<file path="config.mk">
export PLATFORM = sky130hd
export DESIGN_NAME = midori_sbox_compress
export DESIGN_NICKNAME = d
export VERILOG_FILES = /design/src/rtl/midori_sbox_compress.sv
export SDC_FILE = /design/constraint.sdc
export NUM_CORES = 1
export LEC_CHECK = 0
export ABC_CLOCK_PERIOD_IN_PS = 4500
export BUFFER_PORTS_ARGS = -buffer_cell sky130_fd_sc_hd__buf_2
export CAP_MARGIN = 20
export CORE_AREA = 10 10 84 86
export CTS_CLUSTER_DIAMETER = 150
export CTS_CLUSTER_SIZE = 24
export DETAILED_ROUTE_END_ITERATION = 10
export DIE_AREA = 0 0 94 96
export PLACE_DENSITY_LB_ADDON = 0.25
export SYNTH_ARGS = -nofsm -noshare
export SYNTH_HDL_FRONTEND = slang
export SYNTH_SLANG_ARGS = --single-unit
</file>
<file path="constraint.sdc">
create_clock -name clk -period 4.5 [get_ports clk]
set_input_delay 0 -clock clk [delete_from_list [all_inputs] [get_ports clk]]
set_output_delay 0 -clock clk [all_outputs]
set_load 0.03 [all_outputs]
</file>
<file path="src/rtl/midori_sbox_compress.sv">
// Masked Midori S-box compression stage: raw glitch-barrier register (A), then per-share XOR
// compression into a registered 3x3 share output (B). Define DBG_UNMASK_EN to add dbg_plain_o.
module midori_sbox_compress #(
    parameter int CNT_W = 16
) (
    input  logic             clk,
    input  logic             rst_n,
    input  logic [26:0]      cf_i,
    input  logic             cf_valid_i,
    output logic             cf_ready_o,
    output logic [8:0]       share_o,
    output logic             out_valid_o,
    input  logic             out_ready_i,
    output logic [CNT_W-1:0] xfer_cnt_o
`ifdef DBG_UNMASK_EN
    ,
    output logic [2:0]       dbg_plain_o
`endif
);

    // Handshake: a transfer on either side happens only on a cycle where valid && ready.
    // Once valid is high, data is held until the matching ready is seen.
    logic [26:0]      a_q;
    logic             va_q;
    logic [8:0]       b_q;
    logic             vb_q;
    logic [CNT_W-1:0] cnt_q;

    logic             ready_b;
    logic             cap_a;
    logic             move_ab;
    logic             xfer_out;
    logic [8:0]       comp;

    assign ready_b    = !vb_q || out_ready_i;
    assign cf_ready_o = !va_q || ready_b;
    assign cap_a      = cf_valid_i && cf_ready_o;
    assign move_ab    = va_q && ready_b;
    assign xfer_out   = vb_q && out_ready_i;

    // Each XOR reads exactly one registered 3-bit share group; groups never mix, so no
    // unmasked intermediate is formed.
    always_comb begin
        comp = '0;
        for (int j = 0; j < 3; j++) begin
            for (int s = 0; s < 3; s++) begin
                comp[3*s+j] = ^a_q[9*j+3*s +: 3];
            end
        end
    end

    always_ff @(posedge clk) begin
        if (!rst_n) begin
            a_q   <= '0;
            va_q  <= 1'b0;
            b_q   <= '0;
            vb_q  <= 1'b0;
            cnt_q <= '0;
        end else begin
            if (cap_a) begin
                a_q <= cf_i;
            end
            va_q <= cap_a || (va_q && !ready_b);
            if (move_ab) begin
                b_q <= comp;
            end
            vb_q <= move_ab || (vb_q && !out_ready_i);
            if (xfer_out) begin
                cnt_q <= cnt_q + {{(CNT_W-1){1'b0}}, 1'b1};
            end
        end
    end

    assign share_o     = b_q;
    assign out_valid_o = vb_q;
    assign xfer_cnt_o  = cnt_q;

`ifdef DBG_UNMASK_EN
    // Recombines the three shares of each coordinate; lab use only.
    always_comb begin
        dbg_plain_o = '0;
        for (int j = 0; j < 3; j++) begin
            dbg_plain_o[j] = b_q[j] ^ b_q[3+j] ^ b_q[6+j];
        end
    end
`endif

endmodule

</file>
* Yosys cells after proc, flatten, opt, wreduce, memory -nomap -nowiden *
Index checks and enable logic that the tools add are counted.

cells by class
  $add $sub $neg = 1
  reductions and logical operators = 22

operators by type and width
  cell                                                              count
  3-bit XOR reduction                                               9
  16-bit by 1-bit adder with 16-bit output (second input constant)  1
  1-bit logical AND                                                 5
  1-bit zero test                                                   4
  1-bit logical OR                                                  4

storage, ports and cells
  word-level logic and storage cells = 28
  bits in registers = 54

* Longest topological paths before layout *
Gate-level depths: netlist of run 1.

  depth in word-level cells = 5
  mapped depth = 6
  mapped depth without buffers = 5

* Least setup slack after synthesis of run 1 *
No wires, ideal clock.

  path type = register to register
  start point = reg vb_q (netlist: out_valid_o)
  end point = reg a_q[21]
  setup slack = 2,642 ps
  stages on the path, launching flop included = 6
  path buffers = 1
  arrival time = 1,787 ps
  clock period less this slack = 1,858 ps
  library setup time = 70 ps
  path through = dfxtp_1 nand3b_1 nand2_1 clkbuf_1 nand2_1 a21oi_1

on the way
  cells in the longest elaborated chain, start to end = 4

ends and longest elaborated chain
  item                      RTL line  source
  start: declaration        26        logic vb_q;
  start signal: assignment  67        vb_q <= move_ab || (vb_q && !out_ready_i);
  1-bit zero test           35        assign ready_b = !vb_q || out_ready_i;
  1-bit logical OR          35
  1-bit logical OR          36        assign cf_ready_o = !va_q || ready_b;
  named net cf_ready_o      10        output logic cf_ready_o,
  1-bit logical AND         37        assign cap_a = cf_valid_i && cf_ready_o;
  end signal: assignment    61        a_q <= cf_i;
  end: declaration          23        logic [26:0] a_q;

The timed path passes the listed nets, and every way through them passes these cells.
A chain may end at the register's enable or synchronous reset.

* Worst setup path in the final report of run 1 *
  start point = reg vb_q (netlist: out_valid_o)
  end point = reg a_q[15]

on the way
  cells in the longest elaborated chain, start to end = 4

ends and longest elaborated chain
  item               RTL line
  1-bit zero test    35
  1-bit logical OR   35
  1-bit logical OR   36
  1-bit logical AND  37

Every way passes these cells.

==> impl_metrics.env, run 1 <==
export IMPL_die_height_um=96
export IMPL_setup_violators_final=0
export IMPL_timing_hold_ws_ns=0.03452
export IMPL_critical_path_depth=4
export IMPL_post_dp_hpwl_um=3365
export IMPL_placed_cell_count=374
export IMPL_setup_total_negative_slack_ns=0
export IMPL_comb_power_share_pct=12.4
export IMPL_critical_path_endpoint_type="flop"
export IMPL_area_occupied_by_multi_input_gates_um2=1047
export IMPL_crit_type="reg -> reg"
export IMPL_critical_path_slowest_cell="sky130_fd_sc_hd__nand2_1"
export IMPL_ant_nets=0
export IMPL_core_rowCount=27
export IMPL_post_route_period_util_pct=38.73
export IMPL_ys_warnings_count=0
export IMPL_clock_network_latency_to_the_later_pin_of_the_worst_skew_pair_ns=0.30
export IMPL_die_area_um2=9024
export IMPL_hold_path_startpoint="out_ready_i"
export IMPL_mean_syn_cell_area_um2=8.597
export IMPL_synth_cell_area_um2=2201
export IMPL_power_leakage_nw=1.260
export IMPL_ctsLongestPathBuffers=2
export IMPL_seq_area_frac_synth_pct=49.12
export IMPL_worst_path_max_fanout=27
export IMPL_detailedPlace_worstSlack_ns=2.737
export IMPL_layout_core_utilization_pct=54.07
export IMPL_h_tree_depth=2
export IMPL_grt_antenna_before_repair=0
export IMPL_path_buf_inv=0
export IMPL_hold_fails_final_rpt=0
export IMPL_rsz0062_at_grt="no"
export IMPL_timing_max_transition_violations_final=0
export IMPL_crit_top_cell="sky130_fd_sc_hd__nand2_1"
export IMPL_syn_to_final_growth_pct=32.80
export IMPL_power_sequential_fraction_pct=53.6
export IMPL_vias=1900
export IMPL_asyncSetResetFlopFracSynth_pct=0
export IMPL_instances_no_fill=410
export IMPL_clock_network_fraction_of_total_power_pct=34.0
export IMPL_seq_area_um2=1081
export IMPL_top_level_ports=58
export IMPL_synth_enable_flop_cells=0
export IMPL_cts_buffers_inserted=5
export IMPL_number_of_global_route_vias_before_repair=1887
export IMPL_synth_commonest_cells="sky130_fd_sc_hd__nand2_1, sky130_fd_sc_hd__dfxtp_1, sky130_fd_sc_hd__a21oi_1"
export IMPL_switching_power_as_a_share_of_total_power_pct=24.13
export IMPL_grt_remaining_overflow=0
export IMPL_yosysTopAreaCellShare_pct=49.12
export IMPL_nets=369
export IMPL_required_ns=4.73
export IMPL_timing_final_crit_period_ns=1.743
export IMPL_synthMostInstantiatedCell="sky130_fd_sc_hd__nand2_1"
export IMPL_status="finished clean"
export IMPL_rr_worst_depth=4
export IMPL_viasPerCell=4.634
export IMPL_critPathArrivalTime_ns=1.97
export IMPL_r2r_start="out_valid_o"
export IMPL_cts_sink_count=54
export IMPL_detailedRoute_firstPassIterationCount=4
export IMPL_timing_slew_headroom_pct=38.48
export IMPL_worstPathCellList="nand3b_1 -> nand2_1 -> nand2_1 -> a21oi_1"
export IMPL_layout_setup_ws_ns=2.757
export IMPL_antenna_cells=0
export IMPL_post_route_cells_drive_above_1_share_pct=21.30
export IMPL_timing_fmax_mhz=573.8
export IMPL_drt_drc_violations_left=0
export IMPL_finalWeightedCongestion=0.7606
export IMPL_power_density_nw_per_um2=326.1
export IMPL_max_slew_worst_pin_slew_ns=0.9229
export IMPL_wl_per_cell_um=12.28
export IMPL_ctsResizeCount=0
export IMPL_grt_pass1_wl_um=8549
export IMPL_power_switching_w=0.0002299
export IMPL_largest_clock_skew_in_the_final_design_ns=0.008004
export IMPL_p_int_w=0.0007231
export IMPL_netlist_instances=256
export IMPL_core_footprint_um2=5405
export IMPL_synth_nets=288
export IMPL_initial_utilization_pct=40.72
export IMPL_yosys_cell_types_count=31
export IMPL_routed_wl_um=5035
export IMPL_fillers=531
export IMPL_clockRootBuffer="sky130_fd_sc_hd__clkbuf_8"
export IMPL_number_of_max_cap_violations=0
export IMPL_overall_global_routing_usage_pct=11.55
export IMPL_clk_transition_reported_paths_ns=0.10
export IMPL_timing_critical_path_from="out_valid_o"
export IMPL_chipWidth_um=94
export IMPL_delay_contributed_by_the_slowest_stage_of_the_critical_path_ns=0.71
export IMPL_min_delay_path_depth=3
export IMPL_yosys_register_bits=54
export IMPL_detailedRoute_firstIterationViolations=43
export IMPL_holdCritPathClass="in -> reg"
export IMPL_critical_path_top_delay_family="simple AND/OR/NAND/NOR gates"
export IMPL_port_buffers=57
export IMPL_grt_start_max_net_pins=55
export IMPL_ys_dominant_reg_cell="sky130_fd_sc_hd__dfxtp_1"
export IMPL_tritoncts="yes"
export IMPL_synthDominantAreaCellType="sky130_fd_sc_hd__dfxtp_1"
export IMPL_start_kind="flop"
export IMPL_post_synth_main_area_contributors="sky130_fd_sc_hd__dfxtp_1, sky130_fd_sc_hd__nand2_1, sky130_fd_sc_hd__xnor2_1"
export IMPL_ir_drop_mv=0.2097
[power groups by stage]
stage / logic (W) / registers, W / clock network (W)
after floorplan: 0.0000593 / 0.000531 / 0
after global placement: 0.0000993 / 0.000522 / 0
after detailed placement: 0.000100 / 0.000522 / 0
after CTS: 0.000119 / 0.000511 / 0.000336
after global routing: 0.000132 / 0.000514 / 0.000356
final: 0.000118 / 0.000511 / 0.000325
[logic make-up (layout without fill, tap and decap cells)]
| group | after synthesis | count (layout) | synth area share (%) |
|---|---|---|---|
| flops | 54 | 54 | 49.12 |
| compound gates | 39 | 39 | 9.153 |
| simple gates | 107 | 107 | 22.23 |
| fa+ha+maj | 1 | 1 | 0.5684 |
| xor+xnor | 29 | 29 | 11.54 |
| mux | 9 | 9 | 4.093 |
| buf+inv | 17 | 99 | 3.297 |
[final timing paths]
| kind | end | slack [ns] |
|---|---|---|
| worst max register to register | a_q[15] | 2.76 |
| worst min register to register | a_q[7] | 0.47 |
| worst min-delay path | xfer_cnt_o[1] | 0.03 |
| worst max-delay path | a_q[15] | 2.76 |
[repair_timing]
action,in CTS,in global routing
setup buffers,0,0
hold buffers,28,0
hold endpoints to repair,28,0
[cells in the final DEF (no fill, tap or decap), types with 2 or more instances in the layout]
master	n
sky130_fd_sc_hd__dfxtp_1	54
sky130_fd_sc_hd__o21ai_0	2
sky130_fd_sc_hd__nand2_1	62
sky130_fd_sc_hd__xor2_1	7
sky130_fd_sc_hd__or3_1	2
sky130_fd_sc_hd__inv_1	4
sky130_fd_sc_hd__nand3_1	3
sky130_fd_sc_hd__buf_2	57
sky130_fd_sc_hd__dlygate4sd3_1	28
sky130_fd_sc_hd__xnor2_1	22
sky130_fd_sc_hd__clkbuf_8	5
sky130_fd_sc_hd__a21oi_1	34
sky130_fd_sc_hd__mux2i_1	9
sky130_fd_sc_hd__nor3_1	2
sky130_fd_sc_hd__nand4_1	4
sky130_fd_sc_hd__nor2_1	22
sky130_fd_sc_hd__and4_1	2
[worst register-to-register path: stages (launching register included)]
cell	delay [ns]
sky130_fd_sc_hd__dfxtp_1	0.46
sky130_fd_sc_hd__nand3b_1	0.17
sky130_fd_sc_hd__nand2_1	0.71
sky130_fd_sc_hd__nand2_1	0.15
sky130_fd_sc_hd__a21oi_1	0.18
[through the flow]
stage,area [um2],total power [W]
after floorplan,2201,0.0005905
after global placement,2530,0.0006210
after detailed placement,2530,0.0006224
after CTS,2923,0.0009664
after global routing,2923,0.001001
final,2923,0.0009531
[sequential cells by signal, summed over array words and instances, names as in the netlist]
name         cells
a_q             27
xfer_cnt_o      16
share_o          9
out_valid_o      1
va_q             1
[layer usage]
layer | routed length [um] | share of wire (%) | global-route usage [%] | vias to the layer above
met5 | 0 | 0 | 0 | -
met3 | 330 | 6.6 | 4.047 | 4
met2 | 2389 | 47 | 19.53 | 39
met4 | 41 | 0.81 | 3.418 | 0
met1 | 2273 | 45 | 13.51 | 854
li1 | - | - | - | 1003
[cell type report]
cell class / count / area share (%)
Clock inverter: 3 / 1.498
Inverter: 5 / 0.6421
Multi-Input combinational cell: 185 / 35.83
Sequential cell: 54 / 36.99
Tap cell: 72 / 3.082
Timing Repair Buffer: 86 / 19.61
Clock buffer: 5 / 2.354
(Power assumes the default switching activity.)
==> run 2, diff against run 1 <==
--- a/config.mk
+++ b/config.mk
@@ -5,7 +5,7 @@
 export SDC_FILE = /design/constraint.sdc
 export NUM_CORES = 1
 export LEC_CHECK = 0
-export ABC_CLOCK_PERIOD_IN_PS = 4500
+export ABC_CLOCK_PERIOD_IN_PS = 1500
 export BUFFER_PORTS_ARGS = -buffer_cell sky130_fd_sc_hd__buf_2
 export CAP_MARGIN = 20
 export CORE_AREA = 10 10 84 86
==> constraint.sdc (replaced) <==
create_clock -name clk -period 1.5 [get_ports clk]
set_input_delay 0 -clock clk [delete_from_list [all_inputs] [get_ports clk]]
set_output_delay 0 -clock clk [all_outputs]
set_load 0.03 [all_outputs]
==> run 2 against run 1 <==
Net effect:
- worst hold slack improved by 0.043 ns
- setup slack lost 2.7 ns
- sequential power grew to 3.0 times the previous value
- combinational power grew to 3.2 times the previous value
- clock power rose to 3.1 times the previous value
- cell count is 3.4% higher
- count of clock-buffer cells in the layout unchanged
- cell area rose by 6.4%
- flip-flop and latch count did not move
- critical endpoint is now xfer_cnt_o[14]
- largest cell class unchanged
==> impl_metrics.env, run 2 (same netlist as run 1, synthesis figures left out) <==
export IMPL_status="finished clean"
export IMPL_timing_max_transition_violations_final=0
export IMPL_grt_pass1_wl_um=8597
export IMPL_chipWidth_um=94
export IMPL_cts_buffers_inserted=5
export IMPL_post_dp_hpwl_um=3572
export IMPL_ant_nets=0
export IMPL_hold_fails_final_rpt=0
export IMPL_setup_reg_to_reg_worst_slack_ns=0.04
export IMPL_crit_type="reg -> reg"
export IMPL_power_leakage_nw=1.351
export IMPL_wl_per_cell_um=12.86
export IMPL_clk_transition_reported_paths_ns=0.10
export IMPL_holdPathEnd="out_valid_o"
export IMPL_tritoncts="yes"
export IMPL_finalWeightedCongestion=0.7864
export IMPL_worstPathCellList="and4_4 -> nand4_4 -> or4b_4 -> a21oi_2"
export IMPL_rr_worst_depth=4
export IMPL_ctsLongestPathBuffers=2
export IMPL_max_slew_worst_pin_slew_ns=0.3795
export IMPL_layout_common_cells="sky130_fd_sc_hd__nand2_1, sky130_fd_sc_hd__buf_2, sky130_fd_sc_hd__dfxtp_1"
export IMPL_ir_drop_mv=0.9443
export IMPL_critical_path_endpoint_type="flop"
export IMPL_timing_final_crit_period_ns=1.456
export IMPL_number_of_max_cap_violations=0
export IMPL_rsz0062_at_grt="yes"
export IMPL_clockRootBuffer="sky130_fd_sc_hd__clkbuf_8"
export IMPL_r2r_start="xfer_cnt_o[8]"
export IMPL_viasPerCell=4.618
export IMPL_port_buffers=57
export IMPL_critical_path_top_delay_family="simple AND/OR/NAND/NOR gates"
export IMPL_worst_path_max_fanout=6
export IMPL_overall_global_routing_usage_pct=11.70
export IMPL_post_route_period_util_pct=97.05
export IMPL_min_delay_path_depth=3
export IMPL_die_height_um=96
export IMPL_start_kind="flop"
export IMPL_path_buf_inv=0
export IMPL_clock_network_latency_to_the_later_pin_of_the_worst_skew_pair_ns=0.31
export IMPL_h_tree_depth=2
export IMPL_grt_antenna_before_repair=0
export IMPL_layout_setup_ws_ns=0.04422
export IMPL_flip_flop_count_of_the_largest_register_after_layout=27
export IMPL_final_common_cell="sky130_fd_sc_hd__nand2_1"
export IMPL_hold_path_startpoint="rst_n"
export IMPL_timing_fmax_mhz=686.9
export IMPL_initial_utilization_pct=40.72
export IMPL_power_density_nw_per_um2=930.5
export IMPL_top_level_ports=58
export IMPL_detailedPlace_worstSlack_ns=0.02433
export IMPL_post_route_cells_drive_above_1_share_pct=28.98
export IMPL_layout_core_utilization_pct=57.55
export IMPL_delay_contributed_by_the_slowest_stage_of_the_critical_path_ns=0.52
export IMPL_setup_total_negative_slack_ns=0
export IMPL_nets=383
export IMPL_holdCritPathClass="in -> reg"
export IMPL_largest_clock_skew_in_the_final_design_ns=0.009584
export IMPL_fillers=492
export IMPL_required_ns=1.75
export IMPL_grt_remaining_overflow=0
export IMPL_syn_to_final_growth_pct=41.33
export IMPL_critPathArrivalTime_ns=1.70
export IMPL_detailedRoute_firstIterationViolations=70
export IMPL_routed_wl_um=5452
export IMPL_vias=1958
export IMPL_post_layout_total_power_w=0.002894
export IMPL_setup_violators_final=0
export IMPL_core_footprint_um2=5405
export IMPL_critical_path_slowest_cell="sky130_fd_sc_hd__or4b_4"
export IMPL_cts_sink_count=54
export IMPL_worst_r2r_endpoint="xfer_cnt_o[14]"
export IMPL_drt_drc_violations_left=0
export IMPL_grt_start_max_net_pins=37
export IMPL_die_area_um2=9024
export IMPL_timing_slew_headroom_pct=74.66
export IMPL_timing_hold_ws_ns=0.07770
export IMPL_antenna_cells=0
export IMPL_regMostFlops="a_q"
export IMPL_core_rowCount=27
export IMPL_number_of_global_route_vias_before_repair=1940
export IMPL_detailedRoute_firstPassIterationCount=4
==> run 2: cell count changes in the layout (fill, tap and decap cells not counted), sizes merged <==
cell and change:
buf +13, clkinv -1, dlygate4sd3 +1, inv +1
==> run 2: worst max-delay path by stage <==
stage                             start             end  slack [ns]  cells past startpoint
after detailed placement  xfer_cnt_o[7]  xfer_cnt_o[15]        0.02                      4
after global placement    xfer_cnt_o[7]  xfer_cnt_o[15]        0.06                      4
after global routing      xfer_cnt_o[8]  xfer_cnt_o[14]      -0.009                      4
final                     xfer_cnt_o[8]  xfer_cnt_o[14]        0.04                      4
after floorplan             out_valid_o         a_q[21]      -0.008                      6
after CTS                 xfer_cnt_o[8]  xfer_cnt_o[15]        0.02                      4
==> run 2: layer usage <==
layer	share of wire [%]	GRT usage, %	wire, um
met1	45	13.76	2479
met3	6.8	4.202	369
met5	0	0	0
met4	1.6	4.430	85
met2	46	19.18	2518
==> run 2: what timing repair did <==
| item | in CTS | in global routing |
|---|---|---|
| pin swaps | 1 | 2 |
| hold endpoints to repair | 29 | 0 |
| gates resized for setup | 0 | 5 |
| buffers inserted | 1 | 2 |
| hold buffers | 29 | 0 |
| setup endpoints to repair | 1 | 2 |
==> run 2: final cells by class <==
class / instances / area (um2) / share of cell area [%]
clock buffer: 5 / 68.82 / 2.212
clock inverter: 3 / 47.55 / 1.529
inverter: 5 / 18.77 / 0.6034
multi-input combinational: 185 / 1067 / 34.31
sequential: 54 / 1112 / 35.76
tap: 72 / 90.09 / 2.896
timing repair buffer: 100 / 705.7 / 22.69
==> run 2: metrics by stage <==
stage,instances,cell area [um2]
floorplan,256,2256
global placement,384,2664
detailed placement,384,2664
CTS,422,3078
global route,424,3110
finish,424,3110
==> run 2: worst register-to-register path: stages, from the launching register on <==
cell and delay [ns]:
sky130_fd_sc_hd__dfxtp_4 0.37, sky130_fd_sc_hd__and4_4 0.24, sky130_fd_sc_hd__nand4_4 0.14, sky130_fd_sc_hd__or4b_4 0.52, sky130_fd_sc_hd__a21oi_2 0.14
==> run 2: where the power goes <==
| group | internal, W | switching, W |
|---|---|---|
| clock network | 0.000510 | 0.000487 |
| logic | 0.000190 | 0.000187 |
| registers | 0.00148 | 0.0000378 |
| total | 0.00218 | 0.000712 |
